==> config.mk <==
export PLATFORM = sky130hd
export DESIGN_NAME = vga_rect_fill_flat
export DESIGN_NICKNAME = d
export VERILOG_FILES = /design/src/rtl/vga_rect_fill_pkg.sv /design/src/rtl/vga_rect_fill_if.sv /design/src/rtl/vga_rect_fill_rect_clip.sv /design/src/rtl/vga_rect_fill.sv /design/src/flat_wrapper.sv
export SDC_FILE = /design/constraint.sdc
export NUM_CORES = 1
export LEC_CHECK = 0
export CAP_MARGIN = 20
export CORE_MARGIN = 1.5
export CORE_UTILIZATION = 50
export DETAILED_ROUTE_END_ITERATION = 10
export PLACE_DENSITY = 0.81
export SYNTH_ARGS = -nofsm -noshare
export SYNTH_HDL_FRONTEND = slang
export SYNTH_SLANG_ARGS = --single-unit
==> constraint.sdc <==
create_clock -name clk -period 3.04 [get_ports clk]
set_input_delay 0.304 -clock clk [delete_from_list [all_inputs] [get_ports clk]]
set_output_delay 0.304 -clock clk [all_outputs]
set_load 0.01 [all_outputs]
==> src/rtl/vga_rect_fill_pkg.sv <==
// Shared framebuffer geometry, address packing and fill-engine state encoding.
// Used by the fill engine, its clipper and the bus interface.
package vga_rect_fill_pkg;

  localparam int H_ACTIVE = 640;
  localparam int V_ACTIVE = 480;
  localparam int X_W      = 10;
  localparam int Y_W      = 9;
  localparam int ADDR_W   = 19;
  localparam int RGB_W    = 12;
  localparam int DATA_W   = 16;
  localparam int CNT_W    = 10;

  typedef enum logic [1:0] {
    IDLE = 2'd0,
    FILL = 2'd1,
    DONE = 2'd2
  } state_t;

  // Latched, already-clipped command; y0 lives in the row counter.
  typedef struct packed {
    logic [CNT_W-1:0] x0;
    logic [CNT_W-1:0] cx1;
    logic [CNT_W-1:0] cy1;
    logic [RGB_W-1:0] color;
  } rect_t;

  function automatic logic [ADDR_W-1:0] pack_addr(input logic [X_W-1:0] x,
                                                  input logic [Y_W-1:0] y);
    return {y, x};
  endfunction

endpackage

==> src/rtl/vga_rect_fill_if.sv <==
// Command and framebuffer write-port bundle of the rectangle fill engine.
// slave = engine side, master = command source / memory side.
interface vga_rect_fill_if;
  import vga_rect_fill_pkg::*;

  logic              cmd_valid;
  logic              cmd_ready;
  logic [CNT_W-1:0]  cmd_x0;
  logic [CNT_W-1:0]  cmd_x1;
  logic [CNT_W-1:0]  cmd_y0;
  logic [CNT_W-1:0]  cmd_y1;
  logic [RGB_W-1:0]  cmd_color;
  logic              mem_we;
  logic              mem_wready;
  logic [ADDR_W-1:0] mem_addr;
  logic [DATA_W-1:0] mem_wdata;
  logic              busy;
  logic              done;

  modport slave (
    input  cmd_valid, cmd_x0, cmd_x1, cmd_y0, cmd_y1, cmd_color, mem_wready,
    output cmd_ready, mem_we, mem_addr, mem_wdata, busy, done
  );

  modport master (
    output cmd_valid, cmd_x0, cmd_x1, cmd_y0, cmd_y1, cmd_color, mem_wready,
    input  cmd_ready, mem_we, mem_addr, mem_wdata, busy, done
  );

endinterface

==> src/rtl/vga_rect_fill_rect_clip.sv <==
// Clips an inclusive rectangle to the visible area; combinational, no handshake.
// Bounds are never swapped: reversed or off-screen rectangles report empty.
module rect_clip
  import vga_rect_fill_pkg::*;
(
  input  logic [CNT_W-1:0] x0,
  input  logic [CNT_W-1:0] x1,
  input  logic [CNT_W-1:0] y0,
  input  logic [CNT_W-1:0] y1,
  output logic [CNT_W-1:0] cx1,
  output logic [CNT_W-1:0] cy1,
  output logic             empty
);

  localparam logic [CNT_W-1:0] X_MAX = CNT_W'(H_ACTIVE - 1);
  localparam logic [CNT_W-1:0] Y_MAX = CNT_W'(V_ACTIVE - 1);

  always_comb begin
    cx1   = (x1 > X_MAX) ? X_MAX : x1;
    cy1   = (y1 > Y_MAX) ? Y_MAX : y1;
    empty = (x0 > cx1) || (y0 > cy1);
  end

endmodule

==> src/rtl/vga_rect_fill.sv <==
// Rectangle fill engine: one clipped command in, one raster-order write per cycle out.
// First write one cycle after accept; mem_wready=0 freezes the write port; done one cycle after last write.
module vga_rect_fill
  import vga_rect_fill_pkg::*;
(
  input  logic              clk,
  input  logic              rst,
  vga_rect_fill_if.slave    bus
);

  state_t            state_q, state_d;
  rect_t             cmd_q, cmd_d;
  logic [CNT_W-1:0]  x_q, x_d;
  logic [CNT_W-1:0]  y_q, y_d;
  logic              mem_we_q, mem_we_d;
  logic [DATA_W-1:0] wdata_q, wdata_d;
  logic              done_q, done_d;

  logic [CNT_W-1:0]  clip_cx1;
  logic [CNT_W-1:0]  clip_cy1;
  logic              clip_empty;

  rect_clip u_clip (
    .x0    (bus.cmd_x0),
    .x1    (bus.cmd_x1),
    .y0    (bus.cmd_y0),
    .y1    (bus.cmd_y1),
    .cx1   (clip_cx1),
    .cy1   (clip_cy1),
    .empty (clip_empty)
  );

  always_comb begin
    state_d  = state_q;
    cmd_d    = cmd_q;
    x_d      = x_q;
    y_d      = y_q;
    wdata_d  = wdata_q;
    mem_we_d = 1'b0;
    done_d   = 1'b0;

    unique case (state_q)
      IDLE: begin
        if (bus.cmd_valid) begin
          cmd_d = '{x0: bus.cmd_x0, cx1: clip_cx1, cy1: clip_cy1, color: bus.cmd_color};
          if (clip_empty) begin
            state_d = DONE;
            done_d  = 1'b1;
          end else begin
            state_d  = FILL;
            x_d      = bus.cmd_x0;
            y_d      = bus.cmd_y0;
            wdata_d  = {4'h0, bus.cmd_color};
            mem_we_d = 1'b1;
          end
        end
      end
      FILL: begin
        mem_we_d = 1'b1;
        // Counters only move on an accepted write, so a stall freezes the port.
        if (bus.mem_wready) begin
          if (x_q == cmd_q.cx1) begin
            if (y_q == cmd_q.cy1) begin
              state_d  = DONE;
              mem_we_d = 1'b0;
              done_d   = 1'b1;
            end else begin
              x_d = cmd_q.x0;
              y_d = y_q + 10'd1;
            end
          end else begin
            x_d = x_q + 10'd1;
          end
        end
      end
      DONE: begin
        state_d = IDLE;
      end
      default: begin
        state_d = IDLE;
      end
    endcase
  end

  always_ff @(posedge clk or posedge rst) begin
    if (rst) begin
      state_q  <= IDLE;
      cmd_q    <= '0;
      x_q      <= '0;
      y_q      <= '0;
      mem_we_q <= 1'b0;
      wdata_q  <= '0;
      done_q   <= 1'b0;
    end else begin
      state_q  <= state_d;
      cmd_q    <= cmd_d;
      x_q      <= x_d;
      y_q      <= y_d;
      mem_we_q <= mem_we_d;
      wdata_q  <= wdata_d;
      done_q   <= done_d;
    end
  end

  // y is bounded by the clipped cy1 (<=479), so dropping bit 9 is lossless.
  assign bus.mem_addr  = pack_addr(x_q, y_q[Y_W-1:0]);
  assign bus.mem_we    = mem_we_q;
  assign bus.mem_wdata = wdata_q;
  assign bus.done      = done_q;
  assign bus.busy      = (state_q != IDLE);
  assign bus.cmd_ready = (state_q == IDLE);

endmodule

==> src/flat_wrapper.sv <==
// flat-port wrapper written by rule: the top's interface ports become plain ports
module vga_rect_fill_flat import vga_rect_fill_pkg::*;
  (clk, rst, bus_cmd_valid, bus_cmd_x0, bus_cmd_x1, bus_cmd_y0, bus_cmd_y1, bus_cmd_color, bus_mem_wready, bus_cmd_ready, bus_mem_we, bus_mem_addr, bus_mem_wdata, bus_busy, bus_done);
  vga_rect_fill_if bus_i ();
  input  logic clk;
  input  logic rst;
  input wire logic [$bits(bus_i.cmd_valid)-1:0] bus_cmd_valid;
  input wire logic [$bits(bus_i.cmd_x0)-1:0] bus_cmd_x0;
  input wire logic [$bits(bus_i.cmd_x1)-1:0] bus_cmd_x1;
  input wire logic [$bits(bus_i.cmd_y0)-1:0] bus_cmd_y0;
  input wire logic [$bits(bus_i.cmd_y1)-1:0] bus_cmd_y1;
  input wire logic [$bits(bus_i.cmd_color)-1:0] bus_cmd_color;
  input wire logic [$bits(bus_i.mem_wready)-1:0] bus_mem_wready;
  output wire logic [$bits(bus_i.cmd_ready)-1:0] bus_cmd_ready;
  output wire logic [$bits(bus_i.mem_we)-1:0] bus_mem_we;
  output wire logic [$bits(bus_i.mem_addr)-1:0] bus_mem_addr;
  output wire logic [$bits(bus_i.mem_wdata)-1:0] bus_mem_wdata;
  output wire logic [$bits(bus_i.busy)-1:0] bus_busy;
  output wire logic [$bits(bus_i.done)-1:0] bus_done;
  assign bus_i.cmd_valid = bus_cmd_valid;
  assign bus_i.cmd_x0 = bus_cmd_x0;
  assign bus_i.cmd_x1 = bus_cmd_x1;
  assign bus_i.cmd_y0 = bus_cmd_y0;
  assign bus_i.cmd_y1 = bus_cmd_y1;
  assign bus_i.cmd_color = bus_cmd_color;
  assign bus_i.mem_wready = bus_mem_wready;
  assign bus_cmd_ready = bus_i.cmd_ready;
  assign bus_mem_we = bus_i.mem_we;
  assign bus_mem_addr = bus_i.mem_addr;
  assign bus_mem_wdata = bus_i.mem_wdata;
  assign bus_busy = bus_i.busy;
  assign bus_done = bus_i.done;
  vga_rect_fill u_core (.clk(clk), .rst(rst), .bus(bus_i));
endmodule
==> flow_metrics.py <==
metrics = {
    "power_and_ir_drop": {
        "p_clk_share_pct": 16.4,
        "p_comb_share_pct": 45.8,
        "leakagePower_uw": 0.00240,
        "seq_power_share_pct": 37.8,
        "powerDensity_nw_per_um2": 894,
        "p_sw_uw": 1760,
        "irDropWorstVdd_v": 0.000527,
        "p_int_uw": 2850,
        "p_sw_share_pct": 38.1,
    },
    "cells_and_area": {
        "fill_cells": 586,
        "diodes": 0,
        "area_delta_synth_final_pct": 31.4,
        "seqCellArea_sq_um": 1650,
        "multiInputGateArea_sq_um": 2080,
        "layout.nets": 581,
        "drive_gt1_share_pct": 13.8,
        "final_util_pct": 67.4,
    },
    "synthesis": {
        "yosys.area.top_type": "dfrtp_1",
        "netlist_top_cells_area": "dfrtp_1 (42%), mux2_2 (8.6%), nand2_1 (7.2%)",
        "ys_seq_area_share_pct": 42.1,
        "synth.most_common_cell": "nand2_1",
        "yosysUniqueCellTypes": 42,
        "yosys-top-cells-count": "nand2_1 (75), dfrtp_1 (66), o21ai_0 (36), mux2_2 (30), nor2_1 (25)",
        "synth_top_cell_area_share_pct": 42.1,
        "synth_ff_type": "dfrtp_1",
        "syn-instance-count": 409,
        "async_flop_share_pct": 100,
        "yosys_warnings": 0,
        "synth_seq_cells": 66,
        "synth_area_sq_um": 3930,
        "synth-edff-count": 0,
        "avgSynthCellArea_sq_um": 9.60,
    },
    "drt": {
        "routed_wl_microns": 9690,
        "routedWlPerCell_microns": 15.9,
        "dr_total_vias": 3267,
        "via_per_inst": 5.36,
        "drt-initial-drc-count": 179,
        "postRouteAntennaNets": 0,
        "dr.pass1.iters": 4,
        "drc": 0,
    },
    "sta": {
        "clock_skew_ps": 9.51,
        "rsz0062_at_grt": "yes",
        "slew_headroom_pct": 56.8,
        "fmax_mhz": 340,
        "tns_ps": 0,
        "period_minus_slack_ps": 2940,
        "fin_crit_sh_pct": 96.7,
        "setup_slack_ps": 101,
        "drv_slew": 0,
        "hold_violations": 0,
        "tightestPinTransition_ps": 647,
        "setup_viol": 0,
    },
    "floorplanning": {
        "die_h_microns": 91.6,
        "num_rows": 32,
        "initial_core_util_pct": 51.3,
        "io-pin-count": 95,
        "die_width_microns": 91.6,
        "core_area_sq_um": 7650,
        "dieArea_sq_um": 8390,
    },
    "setup_path": {
        "r2r_cells": 6,
        "crit_buf_inv": 2,
        "crit_start": "bus_cmd_y1[5]",
        "crit_slowest_cell": "nor2_2",
        "worstPathRequired_ps": 3270,
        "cp.depth": 9,
        "endpoint": "u_core.y_q[9]",
        "path_class": "input pin to register",
        "cpLargestDelayFamily": "compound AO/OA/AOI/OAI gates",
        "path_cells": "clkdlybuf4s50_1, a41o_1, buf_4, or2_2, ha_1, a32oi_1, a221oi_4, nor2_2, mux2_2",
        "reg2reg_setup_slack_ps": 300,
        "rr_endpoint": "u_core.x_q[4]",
        "r2r-start": "u_core.y_q[2]",
        "arrival_ps": 3170,
        "start_kind": "input pin",
        "cp_slowest_stage_delay_ps": 480,
        "critPathMaxFanout": 10,
        "cp-end-kind": "register",
    },
    "cts": {
        "clk_pin_slew_ps": 70,
        "clk_path_buf_depth": 2,
        "cts_made_buffers": 9,
        "clk-insertion-delay-late_ps": 350,
        "numClockSinks": 66,
        "cts-root-buf": "clkbuf_8",
        "htreeDepth": 3,
        "ctsHoldBuffers": 0,
        "cts_tree": "built",
    },
    "place": {
        "hpwl_microns": 7230,
        "port_buffers": 90,
        "pre_cts_slack_ps": -278,
        "place.gp.congestion": 0.901,
    },
    "global_route": {
        "antenna_found_initial": 0,
        "grt_max_degree": 50,
        "grt_overflow_total": 0,
        "grt_pass1_wl_microns": 15800,
        "grt_pass1_vias": 3285,
        "grtUsageTotal_pct": 24.3,
    },
    "outcome": {
        "status": "completed",
    },
    "hold_path": {
        "hold_class": "input pin to async pin",
    },
    "job": {
        "maxCapViolations": 0,
    },
}
## cells by family after synthesis
family | Yosys count | share of synthesized area (%)
other | 2 | 0.191
muxes | 41 | 11.4
buffers and inverters | 40 | 5.16
AOI/OAI and AO/OA | 66 | 11.1
adders and majority gates | 22 | 7.01
DFF | 66 | 42.1
and+or+nand+nor | 137 | 15.2
xor gates and xnor gates | 35 | 7.81
## cell usage in the layout (no fill, tap or decap), types with 2 or more instances in the layout
master | netlist | layout
xnor2_1 | 12 | 12
mux2i_1 | 10 | 10
inv_1 | 13 | 12
o21ai_0 | 36 | 36
conb_1 | 2 | 5
nand2_1 | 75 | 75
and2_1 | 3 | 3
nand4_1 | 7 | 7
nand2b_1 | 3 | 3
o22ai_1 | 3 | 3
ha_1 | 22 | 22
nor2_1 | 25 | 25
a31oi_1 | 2 | 2
xor2_1 | 23 | 23
a21oi_1 | 4 | 4
nand3_1 | 8 | 8
nor3_1 | 2 | 2
clkbuf_8 | 0 | 10
buf_4 | 14 | 15
dfrtp_1 | 66 | 66
mux2_2 | 30 | 30
or3_1 | 2 | 2
clkdlybuf4s50_1 | 0 | 90
a21o_1 | 9 | 9
clkinv_2 | 0 | 2
nor4_1 | 5 | 5
a221o_1 | 2 | 2
or2_2 | 3 | 3
## metrics by stage
step	hold WS (ps)	cells	cell area (sq um)	total power [uW]
floorplan	409	412	3940	3020
global placement	456	594	4950	3760
detailed placement	468	594	4950	3850
CTS	394	610	5150	4620
global route	441	610	5160	4930
finish	371	610	5160	4610
## area by class of cell
cell class / instances / share of cell area, %
multi-input combinational: 306 / 40.4
sequential: 66 / 32.0
timing repair buffer: 107 / 20.3
clock buffer: 10 / 2.67
tap: 102 / 2.47
clock inverter: 6 / 1.26
inverter: 13 / 0.946
## repair_timing
| item | in CTS | in global routing |
|---|---|---|
| setup buffers | 0 | 0 |
| resized for setup | 0 | 1 |
| endpoints found under the setup margin | 0 | 20 |
## state kept, by name, summed over array words and instances (netlist names)
name                  flops
u_core.x_q               10
u_core.bus.mem_wdata     12
u_core.bus.done           1
u_core.bus.mem_we         1
u_core.cmd_q             30
u_core.state_q            2
u_core.y_q               10
## routing by layer
layer  part of all wire [%]  track usage, %  vias to the layer above
met2                     50            40.6                      107
met3                    5.9            4.27                       19
met1                     42            30.3                     1570
met4                    2.1            11.5                        0
met5                      0               0                        -
li1                       -               -                     1571
## worst min path at each step
| stage | slack (ps) | endpoint |
|---|---|---|
| 2_1_floorplan | 410 | u_core.cmd_q[33] |
| 6_report | 370 | u_core.x_q[1] |
| 3_3_place_gp | 460 | u_core.cmd_q[37] |
| 4_1_cts | 390 | u_core.bus.mem_wdata[4] |
| 3_5_place_dp | 470 | u_core.cmd_q[41] |
| 5_1_grt | 440 | u_core.bus.mem_wdata[11] |
## power by group through the flow
stage	Clock, uW	Combinational (uW)	Sequential [uW]
6_report	758	2110	1740
3_5_place_dp	0	2100	1750
5_1_grt	802	2330	1800
3_3_place_gp	0	2040	1730
4_1_cts	767	2120	1740
2_1_floorplan	0	1330	1690
Note: power is estimated with default switching activity, not from simulation.
